--- src/rtl/sim_verdict_monitor.sv ---
// sim_verdict_monitor: reduces checker pass/fail/done/report events to a sticky verdict with a watchdog.
module sim_verdict_monitor #(
   parameter int TIMEOUT_CYCLES = 64000,
   parameter int MIN_PASSES     = 1,
   parameter int CNT_W          = 16
) (
   input  logic             refclk,
   input  logic             rst,
   input  logic             check_pass,
   input  logic             check_fail,
   input  logic [31:0]      fail_code,
   input  logic             done,
   input  logic             report_valid,
   input  logic [31:0]      report_word,
   output logic             sim_success,
   output logic             sim_failure,
   output logic [31:0]      sim_report,
   output logic [CNT_W-1:0] pass_count,
   output logic [CNT_W-1:0] fail_count,
   output logic             running
);
   localparam logic [1:0] RUN = 2'd0, PASSED = 2'd1, FAILED = 2'd2;
   localparam int WD_W = TIMEOUT_CYCLES > 1 ? $clog2(TIMEOUT_CYCLES) : 1;
   localparam logic [CNT_W-1:0] CNT_MAX = '1;
   localparam logic [CNT_W:0] MIN_P = (CNT_W+1)'(MIN_PASSES);
   logic [1:0] state;
   logic [WD_W-1:0] wd;
   logic [CNT_W-1:0] p_nxt, f_nxt;
   logic in_run, wd_exp, short;
   assign in_run = state == RUN;
   assign p_nxt = pass_count + CNT_W'(check_pass && pass_count != CNT_MAX);
   assign f_nxt = fail_count + CNT_W'(check_fail && fail_count != CNT_MAX);
   assign wd_exp = TIMEOUT_CYCLES != 0 && wd == WD_W'(TIMEOUT_CYCLES - 1);
   // the same-cycle pass strobe counts towards the minimum
   assign short = {1'b0, p_nxt} < MIN_P;
   assign sim_success = state == PASSED;
   assign sim_failure = state == FAILED;
   assign running = in_run;
   always_ff @(posedge refclk or posedge rst) begin
      if (rst) begin
         state      <= RUN;
         wd         <= '0;
         pass_count <= '0;
         fail_count <= '0;
         sim_report <= '0;
      end else begin
         pass_count <= p_nxt;
         fail_count <= f_nxt;
         if (in_run) begin
            wd <= wd + 1'b1;
            if (check_fail) begin
               state      <= FAILED;
               sim_report <= fail_code;
            end else if (wd_exp) begin
               state      <= FAILED;
               sim_report <= 32'hDEAD_0001;
            end else if (done && short) begin
               state      <= FAILED;
               sim_report <= 32'hDEAD_0002;
            end else if (done) begin
               state <= fail_count != '0 ? FAILED : PASSED;
            end else if (report_valid) begin
               sim_report <= report_word;
            end
         end
      end
   end
endmodule
--- config.mk ---
export PLATFORM = sky130hd
export DESIGN_NAME = sim_verdict_monitor
export DESIGN_NICKNAME = d
export VERILOG_FILES = /design/src/rtl/sim_verdict_monitor.sv
export SDC_FILE = /design/constraint.sdc
export NUM_CORES = 1
export LEC_CHECK = 0
export ABC_AREA = 0
export BUFFER_PORTS_ARGS = -buffer_cell sky130_fd_sc_hd__buf_2
export CAP_MARGIN = 5
export CORE_MARGIN = 2
export CORE_UTILIZATION = 31
export CTS_CLUSTER_SIZE = 28
export DETAILED_ROUTE_END_ITERATION = 8
export MAX_ROUTING_LAYER = met4
export SKIP_LAST_GASP = 1
export SLEW_MARGIN = 30
export SYNTH_ARGS = -nofsm -noshare
export SYNTH_HDL_FRONTEND = slang
export SYNTH_SLANG_ARGS = --single-unit
--- constraint.sdc ---
create_clock -name refclk -period 8.7 [get_ports refclk]
set_input_delay 0.87 -clock refclk [delete_from_list [all_inputs] [get_ports refclk]]
set_output_delay 0.87 -clock refclk [all_outputs]
set_load 0.01 [all_outputs]
==> flow_metrics.tcl, run 1 <==
set metrics [dict create \
    die-area_sq_mm 0.0137 \
    syn_area_per_cell_sq_um 10.1 \
    grt_pass1_wl_mm 15.2 \
    ys_warn_count 0 \
    crit_path_max_incr_delay_ps 670 \
    power_mw 1.10 \
    n_fill_cell 1262 \
    syn_area_sq_mm 0.00397 \
    cap_violations 0 \
    synth_sequential_area_ratio 0.517 \
    worst-path-max-fanout 32 \
    cts_hold_buffers 0 \
    dieHeight_microns 117 \
    antenna_found_initial 1 \
    numCtsBuffers 9 \
    fin_nets 600 \
    dp_hpwl_mm 6.89 \
    yosysUniqueCellTypes 44 \
    final_layout_size_suffix_gt1_frac 0.301 \
    fp.dieW_microns 117 \
    wirelength_mm 9.52 \
    hold_viol 0 \
    multi_input_area_sq_mm 0.00183 \
    power_frac_clock 0.317 \
    route.vias.total 3300 \
    fp-row-count 41 \
    cp-end-kind "flip-flop" \
    synth_fp_nets 466 \
    yosysTopAreaCellShare 0.517 \
    cts_sinks 82 \
    grtUsageTotal 0.147 \
    setup_tns_ps 0 \
    finalWorstSetupSlack_ps 4450 \
    coreArea_sq_mm 0.0126 \
    cpLargestDelayFamily "simple AND/OR/NAND/NOR gates" \
    max_slew.worst_pin.slew_ps 789 \
    hold_class "reg2reg" \
    slew_headroom 0.472 \
    synth_top_cells_by_count "dfrtp_1, nand2_1, nor2_1, xnor2_1, o21a_1" \
    post-place-ws_ps 4470 \
    vdd_ir_drop_max_mv 0.0919 \
    slew_violations 0 \
    cts_root_buffer "clkbuf_16" \
    gp_congestion 0.833 \
    power.switching_mw 0.335 \
    share_seq_of_total_power 0.469 \
    setup_viol 0 \
    cp_data_arrival_time_ps 4510 \
    grt_pass1_vias 3136 \
    internal-power_mw 0.765 \
    critPathRequiredTime_ps 8960 \
    grt_max_degree 83 \
    clock.fmax_ghz 0.235 \
    worstSkewPairLatency_ps 330 \
    grt-ovfl-total 0 \
    async_flop_share 1.00 \
    seq_area_sq_mm 0.00205 \
    start_kind "flip-flop" \
    path_cells "and4_1 -> nand3_1 -> o41a_1 -> ha_1 -> ha_1 -> nand3_1 -> nor3_1 -> or3_1 -> a221o_1 -> o41ai_4 -> buf_4 -> nand2b_1 -> o21a_1" \
    power.leakage_nw 2.47 \
    cts_buffer_depth 2 \
    cts_resized 0 \
    final.setup_skew_ps 6.02 \
    post-route-period-util 0.488 \
    ys_top_cells_by_area "dfrtp_1, xnor2_1, nand2_1, o21a_1, nor2_1" \
    drc 0 \
    synth_edf_count 0 \
    power.density_mw_per_mm2 216 \
    period_needed_ps 4250 \
    comb_power_share 0.215 \
    vias_per_cell 4.70 \
    tritoncts "built" \
    critPathKind "reg2reg" \
    ant_nets 0 \
    cts_htree_levels 3 \
    syn_inst 391 \
    initial_utilization 0.316 \
    sw_frac_of_total 0.304 \
    pin_count 137 \
    synth-seq-cells 82 \
    drt_iter0_drc 122 \
    ys.flop_type "dfrtp_1" \
    numPortBuffers 136 \
    synth_top_cell_by_area "dfrtp_1" \
    rsz0062_at_grt "no" \
    synthToLayoutAreaGrowth_pct 28.6 \
    wl_per_cell_microns 13.6 \
    outcome "finished, final reports clean" \
    worst_path_max_delay_cell "nand2b_1" \
    path_buf_inv 1 \
    first_pass_iters 4 \
    path_clk_slew_ps 60 \
    post_cts_buffers 0 \
    yosysMostFrequentCell "dfrtp_1" \
]
## per-stage QoR
stage	hold slack, ps	instance area (sq um)	instances	utilization
final	466	5100	702	0.406
after global routing	487	5100	702	0.406
after CTS	468	5100	701	0.406
after detailed placement	458	4830	686	0.384
after global placement	454	4820	686	0.383
after floorplan	438	3970	391	-
## power by group through the flow
stage / logic [mW] / registers, mW / clock network (mW)
final: 0.236 / 0.516 / 0.349
after global routing: 0.263 / 0.527 / 0.378
after CTS: 0.240 / 0.515 / 0.359
after detailed placement: 0.239 / 0.519 / 0
after global placement: 0.236 / 0.520 / 0
after floorplan: 0.116 / 0.533 / 0
## routing by layer
layer / up-vias / routed length [microns] / GRT usage
met3: 12 / 432 / 0.0252
met5: - / 0 / -
met1: 1566 / 4520 / 0.200
met4: 0 / 168 / 0.0675
li1: 1635 / - / -
met2: 87 / 4400 / 0.216
## flip-flops by register name (all words and copies together), names as in the netlist
register / cells
sim_report: 32
wd: 16
fail_count: 16
state: 2
pass_count: 16
## layout by cell type, fill, tap and decap left out, types with 4 or more instances in the layout
cell | Yosys | routed
nor2_1 | 36 | 36
nor2b_1 | 14 | 14
nand3_1 | 18 | 18
xor2_1 | 13 | 13
o21a_1 | 20 | 20
inv_1 | 6 | 5
ha_1 | 5 | 5
dfrtp_1 | 82 | 82
and3_1 | 7 | 7
and4_1 | 5 | 5
nand2_1 | 43 | 43
clkinv_2 | 0 | 4
clkbuf_16 | 0 | 9
o21ai_0 | 19 | 19
nor4_1 | 4 | 4
a21oi_1 | 12 | 12
xnor2_1 | 32 | 32
buf_2 | 6 | 136
nand4_1 | 14 | 14
nor3_1 | 4 | 4
o2bb2ai_1 | 11 | 11
## path summary, 6_finish.rpt
path	start	to	slack [ps]	depth (start not counted)
hold reg to reg	wd[15]	wd[15]	470	1
hold / removal	wd[15]	wd[15]	470	1
setup reg to reg	pass_count[11]	sim_report[6]	4450	13
max in group asynchronous	rst	wd[2]	7450	3
min in group asynchronous	rst	fail_count[11]	720	3
setup / recovery	pass_count[11]	sim_report[6]	4450	13
## logic make-up (layout without fill, tap and decap cells)
| family | count (synthesis) | after routing | synth area share |
|---|---|---|---|
| AND/OR/NAND/NOR | 160 | 160 | 0.203 |
| flip-flops | 82 | 82 | 0.517 |
| AO/OA/AOI/OAI | 76 | 76 | 0.137 |
| XOR/XNOR | 45 | 45 | 0.0994 |
| buffers and inverters | 22 | 160 | 0.0249 |
| adder cells (fa/ha/maj) | 5 | 5 | 0.0158 |
| multiplexers | 1 | 1 | 0.00284 |
| other | 0 | 1 | 0 |
## worst register-to-register path: stages (launching register included)
cell and delay [ps]:
dfrtp_1 490, and4_1 300, nand3_1 130, o41a_1 390, ha_1 220, ha_1 220
nand3_1 180, nor3_1 110, or3_1 320, a221o_1 400, o41ai_4 200, buf_4 350
nand2b_1 680, o21a_1 190
## cell type report
class,count,area share
antenna,1,0.000490
timing repair buffer,139,0.139
inverter,6,0.00466
clock buffer,12,0.0503
tap,172,0.0422
clock inverter,3,0.00294
multi-input combinational,287,0.359
sequential,82,0.402
(Power assumes the default switching activity.)
==> run 2: changes to the inputs <==
==> constraint.sdc (replaced) <==
create_clock -name refclk -period 3.6 [get_ports refclk]
set_input_delay 0.36 -clock refclk [delete_from_list [all_inputs] [get_ports refclk]]
set_output_delay 0.36 -clock refclk [all_outputs]
set_load 0.01 [all_outputs]
==> flow_metrics.tcl, run 2 (synthesis gave the netlist of run 1 again) <==
set metrics [dict create \
    outcome "finished, final reports clean" \
    worstSkewPairLatency_ps 330 \
    grtUsageTotal 0.154 \
    clock.fmax_ghz 0.291 \
    post-route-period-util 0.956 \
    start_kind "flip-flop" \
    synthToLayoutAreaGrowth_pct 35.4 \
    r2r_start "pass_count[11]" \
    critPathKind "reg2reg" \
    antenna_found_initial 1 \
    die-area_sq_mm 0.0137 \
    grt_pass1_vias 3397 \
    vdd_ir_drop_max_mv 0.223 \
    dp_hpwl_mm 7.42 \
    vias_per_cell 4.73 \
    cts_hold_buffers 0 \
    cp-end-kind "flip-flop" \
    routed.top_layer "met4" \
    first_pass_iters 4 \
    numPortBuffers 136 \
    wirelength_mm 10.2 \
    fp-row-count 41 \
    setup_viol 0 \
    power.density_mw_per_mm2 502 \
    initial_utilization 0.316 \
    path_clk_slew_ps 60 \
    cap_violations 0 \
    final.setup_skew_ps 4.20 \
    wl_met3_microns 489 \
    grt_pass1_wl_mm 16.1 \
    final_cell_mix "buf_2, dfrtp_1, nand2_1, nor2_1, xnor2_1" \
    grt_max_degree 46 \
    ant_nets 0 \
    route.vias.total 3446 \
    critPathRequiredTime_ps 3870 \
    coreArea_sq_mm 0.0126 \
    drt_iter0_drc 164 \
    slew_headroom 0.382 \
    layout_commonest_cell "buf_2" \
    cp_data_arrival_time_ps 3710 \
    tritoncts "built" \
    post-route-util 0.427 \
    pin_count 137 \
    cts_sinks 82 \
    period_needed_ps 3440 \
    fp.dieW_microns 117 \
    slew_violations 0 \
    power_mw 2.69 \
    grt-ovfl-total 0 \
    power.leakage_nw 2.61 \
    met1_length_mm 4.56 \
    fin_nets 625 \
    largest_register_ffs 32 \
    wl_met2_mm 4.94 \
    final_layout_size_suffix_gt1_frac 0.342 \
    crit_start "pass_count[11]" \
    gp_congestion 0.873 \
    max_slew.worst_pin.slew_ps 924 \
    hold_class "in2async" \
    regMostFlops "sim_report" \
    cts_htree_levels 3 \
    wl_per_cell_microns 14.0 \
    hold_viol 0 \
    cts_root_buffer "clkbuf_16" \
    numCtsBuffers 9 \
    cts_buffer_depth 2 \
    worst-path-max-fanout 6 \
    dieHeight_microns 117 \
    drc 0 \
]
==> run 2: worst max-delay path: stages, from the launching register on <==
cell and delay (ps):
dfrtp_1 380, and4_4 200, nand3_1 120, o41a_1 150, ha_2 190, and4_1 330
buf_4 160, nand3_1 150, or2_0 260, a221o_1 340, o41ai_4 410, clkbuf_16 210
nand2b_4 180, clkbuf_16 190, o21a_1 110
==> run 2: layer usage <==
layer  up-vias  track usage
li1       1692            -
met1      1642        0.202
met2        97        0.235
met3        15       0.0278
met4         0       0.0698
met5         -            -
==> run 2: final timing paths <==
check | endpoint | slack (ps) | cells past startpoint
max in group asynchronous | wd[5] | 2500 | 3
max | sim_report[5] | 160 | 14
min | fail_count[10] | 130 | 2
max reg2reg | sim_report[5] | 160 | 14
min in group refclk | sim_report[27] | 290 | 3
min reg2reg | wd[14] | 470 | 1
==> run 2: what timing repair did <==
item	in CTS	in global routing
setup endpoints to repair	0	32
setup buffers	0	5
resized for setup	0	10
==> run 2: power breakdown <==
part	switching, mW	total (mW)	leakage (nW)	internal (mW)
clock network	0.340	0.823	0.133	0.483
registers	0.137	1.21	1.06	1.08
logic	0.343	0.659	1.43	0.315
==> run 2: area by class of cell <==
cell class / count / area (sq um)
fillers: 1231 / 7200
flip-flops and latches: 82 / 2050
multi-input cells: 287 / 1850
repair buffers: 164 / 960
clock buffers: 13 / 250
well taps: 172 / 215
inverters: 6 / 23.8
clock inverters: 3 / 15.0
diodes: 1 / 2.50
==> run 2: through the flow <==
stage	worst slack, ps	instances	cell area [sq um]	TNS, ps	hold slack, ps
final	159	728	5370	0	132
after global routing	-28.6	728	5370	-150	208
after CTS	2.47	719	5230	0	152
after detailed placement	22.8	703	4970	0	470
after global placement	115	703	4970	0	458
after floorplan	245	391	3970	0	438
==> run 3: changes to the inputs <==
--- a/config.mk
+++ b/config.mk
@@ -13,6 +13,7 @@
 export CTS_CLUSTER_SIZE = 28
 export DETAILED_ROUTE_END_ITERATION = 8
 export MAX_ROUTING_LAYER = met4
+export REMOVE_ABC_BUFFERS = 1
 export SKIP_LAST_GASP = 1
 export SLEW_MARGIN = 30
 export SYNTH_ARGS = -nofsm -noshare
==> flow_metrics.tcl, run 3 (synthesis gave the netlist of run 1 again) <==
set metrics [dict create \
    outcome "finished, final reports clean" \
    grt_pass1_wl_mm 16.1 \
    path_clk_slew_ps 60 \
    cts_buffer_depth 2 \
    numPortBuffers 136 \
    finalInstanceArea_sq_mm 0.00530 \
    max_slew.worst_pin.slew_ps 569 \
    grt_max_degree 59 \
    crit_path_max_incr_delay_ps 400 \
    die-area_sq_mm 0.0137 \
    setup_viol 0 \
    worst_path_max_delay_cell "a2111oi_0" \
    grt-ovfl-total 0 \
    drc 0 \
    gp_congestion 0.869 \
    grt_pass1_vias 3208 \
    period_needed_ps 3400 \
    route.vias.total 3460 \
    cp-end-kind "flip-flop" \
    worst-path-max-fanout 11 \
    vdd_ir_drop_max_mv 0.205 \
    hold_viol 0 \
    cts_hold_buffers 0 \
    wirelength_mm 10.1 \
    num_antenna_cells 0 \
    post-route-period-util 0.944 \
    final.setup_skew_ps 10.0 \
    layout_commonest_cell "buf_2" \
    reg2reg_depth 13 \
    first_pass_iters 4 \
    crit_top_cell "buf_4" \
    initial_utilization 0.316 \
    grtUsageTotal 0.155 \
    start_kind "flip-flop" \
    cap_violations 0 \
    tritoncts "built" \
    critPathKind "reg2reg" \
    fp.dieW_microns 117 \
    worstSkewPairLatency_ps 340 \
    drt_iter0_drc 140 \
    power.density_mw_per_mm2 524 \
    cts_htree_levels 3 \
    critPathRequiredTime_ps 3820 \
    cp_data_arrival_time_ps 3620 \
    vias_per_cell 4.81 \
    n_fill_cell 1237 \
    slew_headroom 0.620 \
    largest_register_ffs 32 \
    fin_nets 618 \
    clock.fmax_ghz 0.294 \
    path_cells "and4_4 -> nand3_1 -> o41a_1 -> ha_1 -> and4_2 -> a2111oi_0 -> nand3b_1 -> o2111ai_2 -> o41ai_4 -> buf_4 -> nor2_1 -> buf_4 -> o2bb2ai_1" \
    slew_violations 0 \
    pin_count 137 \
    dp_hpwl_mm 7.49 \
    power_mw 2.78 \
    dieHeight_microns 117 \
    numCtsBuffers 9 \
    hold_class "in2async" \
    antenna_found_initial 0 \
    regMostFlops "sim_report" \
    final_layout_size_suffix_gt1_frac 0.336 \
    cts_root_buffer "clkbuf_16" \
    coreArea_sq_mm 0.0126 \
    power.leakage_nw 2.56 \
    cts_sinks 82 \
    final_cell_mix "buf_2, dfrtp_1, nand2_1, nor2_1, xnor2_1" \
    dpl_cell_area_sq_mm 0.00496 \
    synthToLayoutAreaGrowth_pct 33.6 \
    fp-row-count 41 \
    ant_nets 0 \
    wl_per_cell_microns 14.1 \
]
-- run 3: cell count changes in the layout (fill, tap and decap cells not counted), moves of 2 or more --
cell / before / now
clkinvlp_4: 0 / 3
clkbuf_1: 3 / 1
clkbuf_16: 12 / 9
clkinv_2: 4 / 0
ha_1: 3 / 5
buf_4: 23 / 18
ha_2: 2 / 0
-- run 3: path summary, 6_finish.rpt --
path	from	to	slack [ps]
worst max-delay path	pass_count[10]	sim_report[28]	200
worst min-delay path	rst	fail_count[9]	60
worst max register to register	pass_count[10]	sim_report[28]	200
worst min register to register	wd[15]	wd[15]	470
max in group asynchronous	rst	wd[5]	2800
min in group refclk	report_word[31]	sim_report[31]	290
-- run 3: power by group --
| group | total, mW | internal, mW | switching (mW) | leakage, nW |
|---|---|---|---|---|
| Combinational | 0.645 | 0.302 | 0.343 | 1.38 |
| Sequential | 1.22 | 1.08 | 0.143 | 1.05 |
| Clock | 0.911 | 0.552 | 0.359 | 0.134 |
-- run 3: metal layers --
metal | track usage | share of wire | routed length (microns) | up-vias
met1 | 0.212 | 0.47 | 4740 | 1673
met3 | 0.0335 | 0.052 | 525 | 12
li1 | - | - | - | 1670
met2 | 0.233 | 0.47 | 4720 | 105
met5 | - | 0 | 0 | -
met4 | 0.0463 | 0.012 | 119 | 0
-- run 3: through the flow --
| stage | hold WS [ps] | TNS [ps] | util | instances | setup slack, ps |
|---|---|---|---|---|---|
| after global routing | 103 | -4.78 | 0.422 | 719 | -4.78 |
| final | 56.8 | 0 | 0.422 | 719 | 201 |
| after detailed placement | 446 | 0 | 0.395 | 703 | 96.4 |
| after global placement | 456 | 0 | 0.394 | 703 | 214 |
| after CTS | 80.7 | 0 | 0.418 | 718 | 81.4 |
| after floorplan | 438 | -15430 | - | 375 | -516 |
-- run 3: layout make-up --
| cell class | count | area, sq um | share of cell area |
|---|---|---|---|
| Sequential cell | 82 | 2050 | 0.387 |
| Timing Repair Buffer | 157 | 862 | 0.163 |
| Multi-Input combinational cell | 287 | 1850 | 0.348 |
| Clock buffer | 11 | 243 | 0.0458 |
| Inverter | 6 | 27.5 | 0.00519 |
| Tap cell | 172 | 215 | 0.0406 |
| Clock inverter | 4 | 52.6 | 0.00992 |
-- run 3: worst max-delay path: cells and delay by family (launching register included) --
family | cells | cell delay, ps
AO/OA/AOI/OAI | 5 | 1460
adder cells (fa/ha/maj) | 1 | 220
buffers and inverters | 2 | 370
flip-flops | 1 | 350
AND/OR/NAND/NOR | 5 | 880
-- run 3: repair_timing --
item | CTS | global route
buffers inserted | 0 | 1
gates resized for setup | 0 | 11
setup endpoints to repair | 0 | 31
